### config.mk
export PLATFORM = sky130hd
export DESIGN_NAME = mult_share_arbiter
export DESIGN_NICKNAME = d
export VERILOG_FILES = /design/src/rtl/mult_share_arbiter.sv
export SDC_FILE = /design/constraint.sdc
export NUM_CORES = 1
export LEC_CHECK = 0
export CORE_UTILIZATION = 40
export CTS_CLUSTER_DIAMETER = 30
export DETAILED_ROUTE_END_ITERATION = 10
export GPL_TIMING_DRIVEN = 1
export PLACE_DENSITY = 0.8
export SETUP_SLACK_MARGIN = 0.1
export SYNTH_ARGS = -nofsm -noshare
export SYNTH_HDL_FRONTEND = slang
export SYNTH_SLANG_ARGS = --single-unit
### constraint.sdc
create_clock -name clk -period 6.1 [get_ports clk]
set_input_delay 0.61 -clock clk [delete_from_list [all_inputs] [get_ports clk]]
set_output_delay 0.61 -clock clk [all_outputs]
set_load 0.01 [all_outputs]
### src/rtl/mult_share_arbiter.sv
// rtl/mult_share_arbiter.sv - round-robin arbiter sharing one signed 9x9 multiplier among NREQ requesters
module mult_share_arbiter #(
    parameter int NREQ = 4,
    parameter int IDXW = 2
) (
    input  logic                   clk,
    input  logic                   reset,
    input  logic [NREQ-1:0]        req,
    input  logic [NREQ-1:0]        req_lock,
    input  logic [9*NREQ-1:0]      a_flat,
    input  logic [9*NREQ-1:0]      b_flat,
    output logic [NREQ-1:0]        gnt,
    output logic signed [8:0]      mul_a,
    output logic signed [8:0]      mul_b,
    output logic                   mul_start,
    input  logic                   mul_done,
    input  logic signed [17:0]     mul_result,
    output logic [NREQ-1:0]        rsp_valid,
    output logic signed [17:0]     rsp_data,
    output logic                   busy,
    output logic                   err
);

    logic [IDXW-1:0]   rr_ptr;
    logic [IDXW-1:0]   rr_next;
    logic [IDXW-1:0]   lock_owner;
    logic              lock_valid;
    logic [IDXW-1:0]   winner;
    logic              grant_any;
    logic              tag1_valid;
    logic [IDXW-1:0]   tag1_idx;
    logic              tag2_valid;
    logic [IDXW-1:0]   tag2_idx;
    logic [NREQ-1:0]   rsp_onehot;
    logic signed [8:0] a_arr [NREQ];
    logic signed [8:0] b_arr [NREQ];

    always_comb begin
        for (int i = 0; i < NREQ; i++) begin
            a_arr[i] = a_flat[9*i +: 9];
            b_arr[i] = b_flat[9*i +: 9];
        end
    end

    // A held lock overrides the rotating scan; a dropped owner falls through to round-robin
    always_comb begin
        logic [IDXW-1:0] cand;
        int j;
        winner    = '0;
        grant_any = 1'b0;
        cand      = '0;
        j         = 0;
        if (lock_valid && req[lock_owner]) begin
            winner    = lock_owner;
            grant_any = 1'b1;
        end else begin
            for (int k = 0; k < NREQ; k++) begin
                j = int'(rr_ptr) + k;
                if (j >= NREQ) begin
                    j = j - NREQ;
                end
                cand = IDXW'(j);
                if (!grant_any && req[cand]) begin
                    winner    = cand;
                    grant_any = 1'b1;
                end
            end
        end
    end

    always_comb begin
        rr_next = (int'(winner) == NREQ - 1) ? '0 : winner + 1'b1;
        for (int i = 0; i < NREQ; i++) begin
            gnt[i]        = reset && grant_any && (winner == IDXW'(i));
            rsp_onehot[i] = (tag2_idx == IDXW'(i));
        end
    end

    assign busy = tag1_valid | tag2_valid | mul_start;

    always_ff @(posedge clk or negedge reset) begin
        if (!reset) begin
            mul_a      <= '0;
            mul_b      <= '0;
            mul_start  <= 1'b0;
            rsp_valid  <= '0;
            rsp_data   <= '0;
            err        <= 1'b0;
            rr_ptr     <= '0;
            lock_valid <= 1'b0;
            lock_owner <= '0;
            tag1_valid <= 1'b0;
            tag1_idx   <= '0;
            tag2_valid <= 1'b0;
            tag2_idx   <= '0;
        end else begin
            mul_start  <= grant_any;
            tag1_valid <= grant_any;
            tag2_valid <= tag1_valid;
            tag2_idx   <= tag1_idx;
            if (grant_any) begin
                mul_a      <= a_arr[winner];
                mul_b      <= b_arr[winner];
                tag1_idx   <= winner;
                rr_ptr     <= rr_next;
                lock_valid <= req_lock[winner];
                if (req_lock[winner]) begin
                    lock_owner <= winner;
                end
            end else if (lock_valid && !req[lock_owner]) begin
                lock_valid <= 1'b0;
            end
            // A product without a matching done is dropped rather than returned stale
            rsp_valid <= '0;
            if (tag2_valid && mul_done) begin
                rsp_valid <= rsp_onehot;
                rsp_data  <= mul_result;
            end
            if (tag2_valid != mul_done) begin
                err <= 1'b1;
            end
        end
    end

endmodule

==> flow_summary.toml, run 1 <==
[outcome]
status = "finished clean"

[cells_and_area]
fin_nets = 484
num_antenna_cells = 0
area_growth_pct = 60.0
num-fill-cells = 511
post_route_cells_drive_above_1_share_pct = 9.42

[timing]
unrepaired_setup_endpoints_after_global_routing = "false"
max_slew.worst_pin.slew_ns = 1.01
final_max_slew_viol_count = 0
timing.setup.tns_ns = 0
post-route-period-util_pct = 70.9
slack_of_the_critical_path_ns = 1.77
final_hold_viol_count = 0
timing.fmax_ghz = 0.231
clock_skew_ns = 0.00618
timing.slew.headroom_pct = 32.9
setup_viol_count_final = 0
final_period_minus_worst_setup_slack_ns = 4.33

[grt]
grt_overflow_total = 0
gr-usage-met3_pct = 3.28
top_usage_layer = "met2"
number_of_global_route_vias_before_repair = 2471
grt_start_max_net_pins = 56
global_route.usage.total_pct = 21.7
grtUsageMet2_pct = 39.1
number_of_antenna_violations_at_the_first_check_in_global_routing = 0
globalRouteMet1Util_pct = 26.1
grt_pass1_wl_um = 11900

[power_and_ir_drop]
peakVddDrop_uv = 305
power.leakage_uw = 0.00174
power_density_nw_per_um2 = 393

[clocking]
cts_htree_levels = 2
cts_inserted_buffers = 5
clk_path_buf_depth = 2
post_cts_buffers = 0
clkSlewWorstSetupHoldPaths_ns = 0.10
clock_tree_from_tritoncts = "built"
worstSkewPairLatency_ns = 0.30
cts_sinks = 52
ctsResizeCount = 0
cts_hold_buffers = 0
cts_root_buf = "clkbuf_8"

[synth]
synth_cell_types = 41
yosys_most_used_dff = "dfrtp_1"
yosys.area.top_type = "dfrtp_1"
dominant_combinational_cell_family_by_area_after_synthesis = "compound AO/OA/AOI/OAI gates"
synth-compound-area-share_pct = 17.0
yosys-mux-area-fraction_pct = 15.9
most_numerous_cell_types_in_the_synthesized_netlist = "dfrtp_1, nand2_1, mux2i_1, o21a_1"
synth_xor_xnor_area_share_pct = 0
synth-async-reset-ratio_pct = 100
synth_warnings = 0
synth_seq_cells = 52
synth_top_cell_area_share_pct = 49.5
synth_area_leaders = "dfrtp_1, mux2_2, mux2i_1"
synthSimpleGateAreaFrac_pct = 12.3
synth_sequential_area_ratio_pct = 49.5
synth-edff-count = 0
syn_nets = 342
synth_fa_ha_area_share_pct = 0.952
synth_most_common_cell = "dfrtp_1"
post_synth_inst_count = 239
syn-cell-area_um2 = 2630
synth.avg_cell_area_um2 = 11.0

[floorplan]
die_h_um = 83.1
die-area_um2 = 6900
fp.coreArea_um2 = 6350
chipWidth_um = 83.1
boundaryPins = 148
row_count = 29
floorplan.initialDensity_pct = 41.4

[placed_design]
place_congestion = 0.926
portBuffers = 147
detailed_place_hpwl_um = 5510
dp_worst_setup_slack_ns = 1.79

[routing]
vias = 2391
dr.pass1.iters = 4
wl_per_cell_um = 16.2
drt-total-wl_um = 7460
avgViaCountPerCell = 5.21
route.detailed.drc = 0
drt.antenna.violating_nets = 0
detailedRoute.firstIterationViolations = 80

[worst_setup_path]
worst-setup-path-type = "in -> out"
required_time_of_the_critical_path_ns = 5.49
timing.critical_path.from_type = "primary input"
worst-r2r-setup-slack_ns = 3.41
crit_path_arrival_time_ns = 3.72
critPathCaptureType = "primary output"
crit_fanout = 41

[flow_run]
max_cap_viol = 0

[min_path]
worst_hold_class = "reg -> reg"
-- kinds of logic (layout without fill, tap and decap cells) --
logic type,count (synthesis),count (layout)
mux,39,39
simple gates,72,72
buf+inv,19,162
flops,52,52
compound gates,55,55
fa+ha+maj,2,2
-- per-layer routing --
metal,vias up,routed length [µm]
met4,0,132
met1,1152,2990
li1,1144,-
met3,14,337
met5,-,0
met2,81,4000
-- cell type report --
| cell class | instances | area, µm² | share of cell area (%) |
|---|---|---|---|
| clock buffers | 6 | 72.6 | 1.73 |
| clock inverters | 2 | 16.3 | 0.387 |
| inverters | 5 | 23.8 | 0.565 |
| multi-input cells | 168 | 1210 | 28.9 |
| flip-flops and latches | 52 | 1300 | 30.9 |
| well taps | 77 | 96.3 | 2.29 |
| repair buffers | 149 | 1480 | 35.2 |
-- worst max-delay path, stage by stage --
cell and delay, ns:
clkdlybuf4s50_1 0.59, mux2i_1 0.17, o2bb2ai_2 0.19, o41a_2 0.83, clkinv_4 0.39, ha_1 0.30, and3_1 0.15, clkdlybuf4s50_1 0.47
-- layout by cell type, fill, tap and decap left out, drive strengths merged, types with 2 or more instances in the layout --
cell type and count:
clkdlybuf4s50 146, dfrtp 52, nand2 42, mux2i 20, o21a 20, mux2 19
a32oi 18, nor2 13, clkbuf 6, nor2b 5, inv 4, o21ai 3
buf 3, or2 2, nand3 2, clkinv 2, and3 2, o22ai 2
ha 2
-- where the power goes --
part | total (µW) | internal (µW) | switching (µW) | leakage, µW
combinational | 916 | 472 | 445 | 0.00110
clock | 198 | 81.9 | 116 | 0.0000414
sequential | 538 | 462 | 75.8 | 0.000604
-- per-stage QoR --
step | power [µW] | hold WS (ns) | util, % | cell area [µm²] | instances
4_1_cts | 1660 | 0.394 | 66.2 | 4210 | 459
6_report | 1650 | 0.389 | 66.2 | 4210 | 459
5_1_grt | 1760 | 0.399 | 66.2 | 4210 | 459
2_1_floorplan | 1120 | 0.314 | - | 2630 | 239
3_3_place_gp | 1440 | 0.369 | 64.8 | 4120 | 451
3_5_place_dp | 1460 | 0.372 | 64.8 | 4120 | 451
-- registers in the layout, indices dropped and copies added (netlist names) --
| register | cells |
|---|---|
| lock_owner | 2 |
| mul_b | 9 |
| tag2_idx | 2 |
| tag1_valid | 1 |
| rsp_valid | 4 |
| rr_ptr | 2 |
| lock_valid | 1 |
| rsp_data | 18 |
| mul_a | 9 |
| err | 1 |
| tag1_idx | 2 |
| tag2_valid | 1 |
-- worst paths after layout --
kind	cells after the start	endpoint	from
max in group asynchronous	2	mul_b[2]$_DFFE_PN0P_	reset
worst min-delay path	0	tag2_idx[1]$_DFF_PN0_	tag1_idx[1]$_DFFE_PN0P_
worst max-delay path	8	gnt[1]	req[3]
min in group asynchronous	2	mul_b[1]$_DFFE_PN0P_	reset
worst max register to register	7	lock_owner[0]$_DFFE_PN0P_	lock_owner[0]$_DFFE_PN0P_
worst min register to register	0	tag2_idx[1]$_DFF_PN0_	tag1_idx[1]$_DFFE_PN0P_
Power figures use the tool's default switching activity.
==> run 2: changes to the inputs <==
--- a/config.mk
+++ b/config.mk
@@ -5,11 +5,11 @@
 export SDC_FILE = /design/constraint.sdc
 export NUM_CORES = 1
 export LEC_CHECK = 0
-export CORE_UTILIZATION = 40
+export CORE_UTILIZATION = 39
 export CTS_CLUSTER_DIAMETER = 30
 export DETAILED_ROUTE_END_ITERATION = 10
 export GPL_TIMING_DRIVEN = 1
-export PLACE_DENSITY = 0.8
+export PLACE_DENSITY = 0.78
 export SETUP_SLACK_MARGIN = 0.1
 export SYNTH_ARGS = -nofsm -noshare
 export SYNTH_HDL_FRONTEND = slang
==> constraint.sdc (replaced) <==
create_clock -name clk -period 4.4 [get_ports clk]
set_input_delay 0.44 -clock clk [delete_from_list [all_inputs] [get_ports clk]]
set_output_delay 0.44 -clock clk [all_outputs]
set_load 0.01 [all_outputs]
==> flow_summary.toml, run 2 (synthesis results as in run 1) <==
[min_path]
worst_hold_class = "in -> async"

[power_and_ir_drop]
power.leakage_uw = 0.00176
power_density_nw_per_um2 = 546
peakVddDrop_uv = 311
power_uw = 2310

[floorplan]
row_count = 29
floorplan.initialDensity_pct = 40.9
chipWidth_um = 84.1
die-area_um2 = 7070
fp.coreArea_um2 = 6420
boundaryPins = 148
die_h_um = 84.1

[cells_and_area]
layout.cells.most_common = "clkdlybuf4s50_1"
largest_reg_flops = 18
num_antenna_cells = 0
post_route_cells_drive_above_1_share_pct = 10.4
layoutNonFillerInstCount = 462
area_growth_pct = 60.9
fin_nets = 487
num-fill-cells = 535
largestRegisters = "rsp_data: 18 flops, mul_a: 9 flops, mul_b: 9 flops"
registers.top_by_ff_count = "rsp_data"
most-common-layout-cells = "clkdlybuf4s50_1, dfrtp_1, nand2_1, mux2i_1, o21a_1"

[timing]
post-route-period-util_pct = 75.7
final_max_slew_viol_count = 0
setup_viol_count_final = 0
max_slew.worst_pin.slew_ns = 0.914
timing.fmax_ghz = 0.300
slack_of_the_critical_path_ns = 1.07
clock_skew_ns = 0.00503
timing.setup.tns_ns = 0
final_period_minus_worst_setup_slack_ns = 3.33
final_hold_viol_count = 0
timing.slew.headroom_pct = 39.1
unrepaired_setup_endpoints_after_global_routing = "false"

[outcome]
status = "finished with violations"
failing_checks = "DRC"

[worst_setup_path]
worst-r2r-setup-slack_ns = 2.15
critical_path_cell_count = 8
r2r-start = "lock_owner[0]$_DFFE_PN0P_"
r2r-end = "mul_b[3]$_DFFE_PN0P_"
timing.critical_path.mode_cell = "clkdlybuf4s50_1"
required_time_of_the_critical_path_ns = 3.96
critPathSlowestCell = "clkdlybuf4s50_1"
r2r.worst_path.cells = 7
critical_path.endpoint = "gnt[0]"
critPathCaptureType = "primary output"
crit_path_arrival_time_ns = 2.89
crit_path_launch = "req[3]"
crit_fanout = 40
cp_cell_sequence = "clkdlybuf4s50_1, mux2i_1, o2bb2ai_2, o41a_2, buf_4, nand3_1, nor2_1, clkdlybuf4s50_1"
worst-path-buf-inv = 3
critical_path.top_delay_family = "buffers and inverters"
worst-setup-path-type = "in -> out"
timing.critical_path.from_type = "primary input"
timing.critical_path.slowest_cell_delay_ns = 0.60

[routing]
wl_per_cell_um = 16.6
route.detailed.drc = 6
drt-total-wl_um = 7670
detailedRoute.firstIterationViolations = 105
drt.antenna.violating_nets = 0
avgViaCountPerCell = 5.31
vias = 2452
dr.pass1.iters = 9

[clocking]
clock_tree_from_tritoncts = "built"
cts_hold_buffers = 0
post_cts_buffers = 0
ctsResizeCount = 0
cts_sinks = 52
clkSlewWorstSetupHoldPaths_ns = 0.10
worstSkewPairLatency_ns = 0.30
clk_path_buf_depth = 2
cts_inserted_buffers = 5
cts_htree_levels = 2
cts_root_buf = "clkbuf_8"

[grt]
grt_overflow_total = 0
number_of_global_route_vias_before_repair = 2572
grt_start_max_net_pins = 53
gr-usage-met3_pct = 4.75
top_usage_layer = "met2"
number_of_antenna_violations_at_the_first_check_in_global_routing = 0
grtUsageMet2_pct = 40.1
globalRouteMet1Util_pct = 26.0
global_route.usage.total_pct = 22.5
grt_pass1_wl_um = 12500

[placed_design]
portBuffers = 147
detailed_place_hpwl_um = 5710
place_congestion = 0.925
placed_cells = 454
dp_worst_setup_slack_ns = 1.09

[flow_run]
max_cap_viol = 0
## run 2: changes by cell type in the layout (fill, tap and decap cells not counted)
cell / before / now
buf_4: 2 / 5
clkbuf_1: 1 / 0
clkinv_2: 0 / 1
clkinvlp_4: 1 / 0
inv_6: 0 / 1
## run 2: worst min-delay path by stage
stage,to,slack (ns)
after floorplan,err$_DFFE_PN0P_,0.14
after global placement,tag2_idx[0]$_DFF_PN0_,0.37
after detailed placement,tag2_idx[0]$_DFF_PN0_,0.37
after CTS,rsp_valid[3]$_DFF_PN0_,0.32
after global routing,rr_ptr[1]$_DFFE_PN0P_,0.35
final,rr_ptr[1]$_DFFE_PN0P_,0.28
## run 2: metrics by stage
stage / instance area, µm² / util [%] / hold WS, ns
final: 4230 / 65.9 / 0.278
after global placement: 4140 / 64.4 / 0.368
after floorplan: 2630 / - / 0.144
after CTS: 4230 / 65.9 / 0.318
after global routing: 4230 / 65.9 / 0.351
after detailed placement: 4140 / 64.4 / 0.368
## run 2: per-layer routing
| layer | wire length, µm | vias up |
|---|---|---|
| met4 | 199 | 0 |
| li1 | - | 1156 |
| met5 | 0 | - |
| met3 | 360 | 16 |
| met2 | 4020 | 82 |
| met1 | 3090 | 1198 |
## run 2: cell type report
cell class / count / area, µm² / share of cell area, %
clock buffers: 5 / 68.8 / 1.63
clock inverters: 3 / 22.5 / 0.532
inverters: 5 / 23.8 / 0.562
multi-input cells: 168 / 1210 / 28.7
flip-flops and latches: 52 / 1300 / 30.8
well taps: 77 / 96.3 / 2.28
repair buffers: 152 / 1500 / 35.6
## run 2: power by group
group	internal [µW]	total (µW)	switching, µW
sequential	640	746	105
combinational	663	1280	621
clock	114	280	166
total	1420	2310	892
## run 2: worst reg2reg max path: cells and delay by family, from the launching register on
kind | cells | cell delay, ns
buffers and inverters | 1 | 0.30
muxes | 2 | 0.54
DFF | 1 | 0.45
AOI/OAI and AO/OA | 4 | 0.89
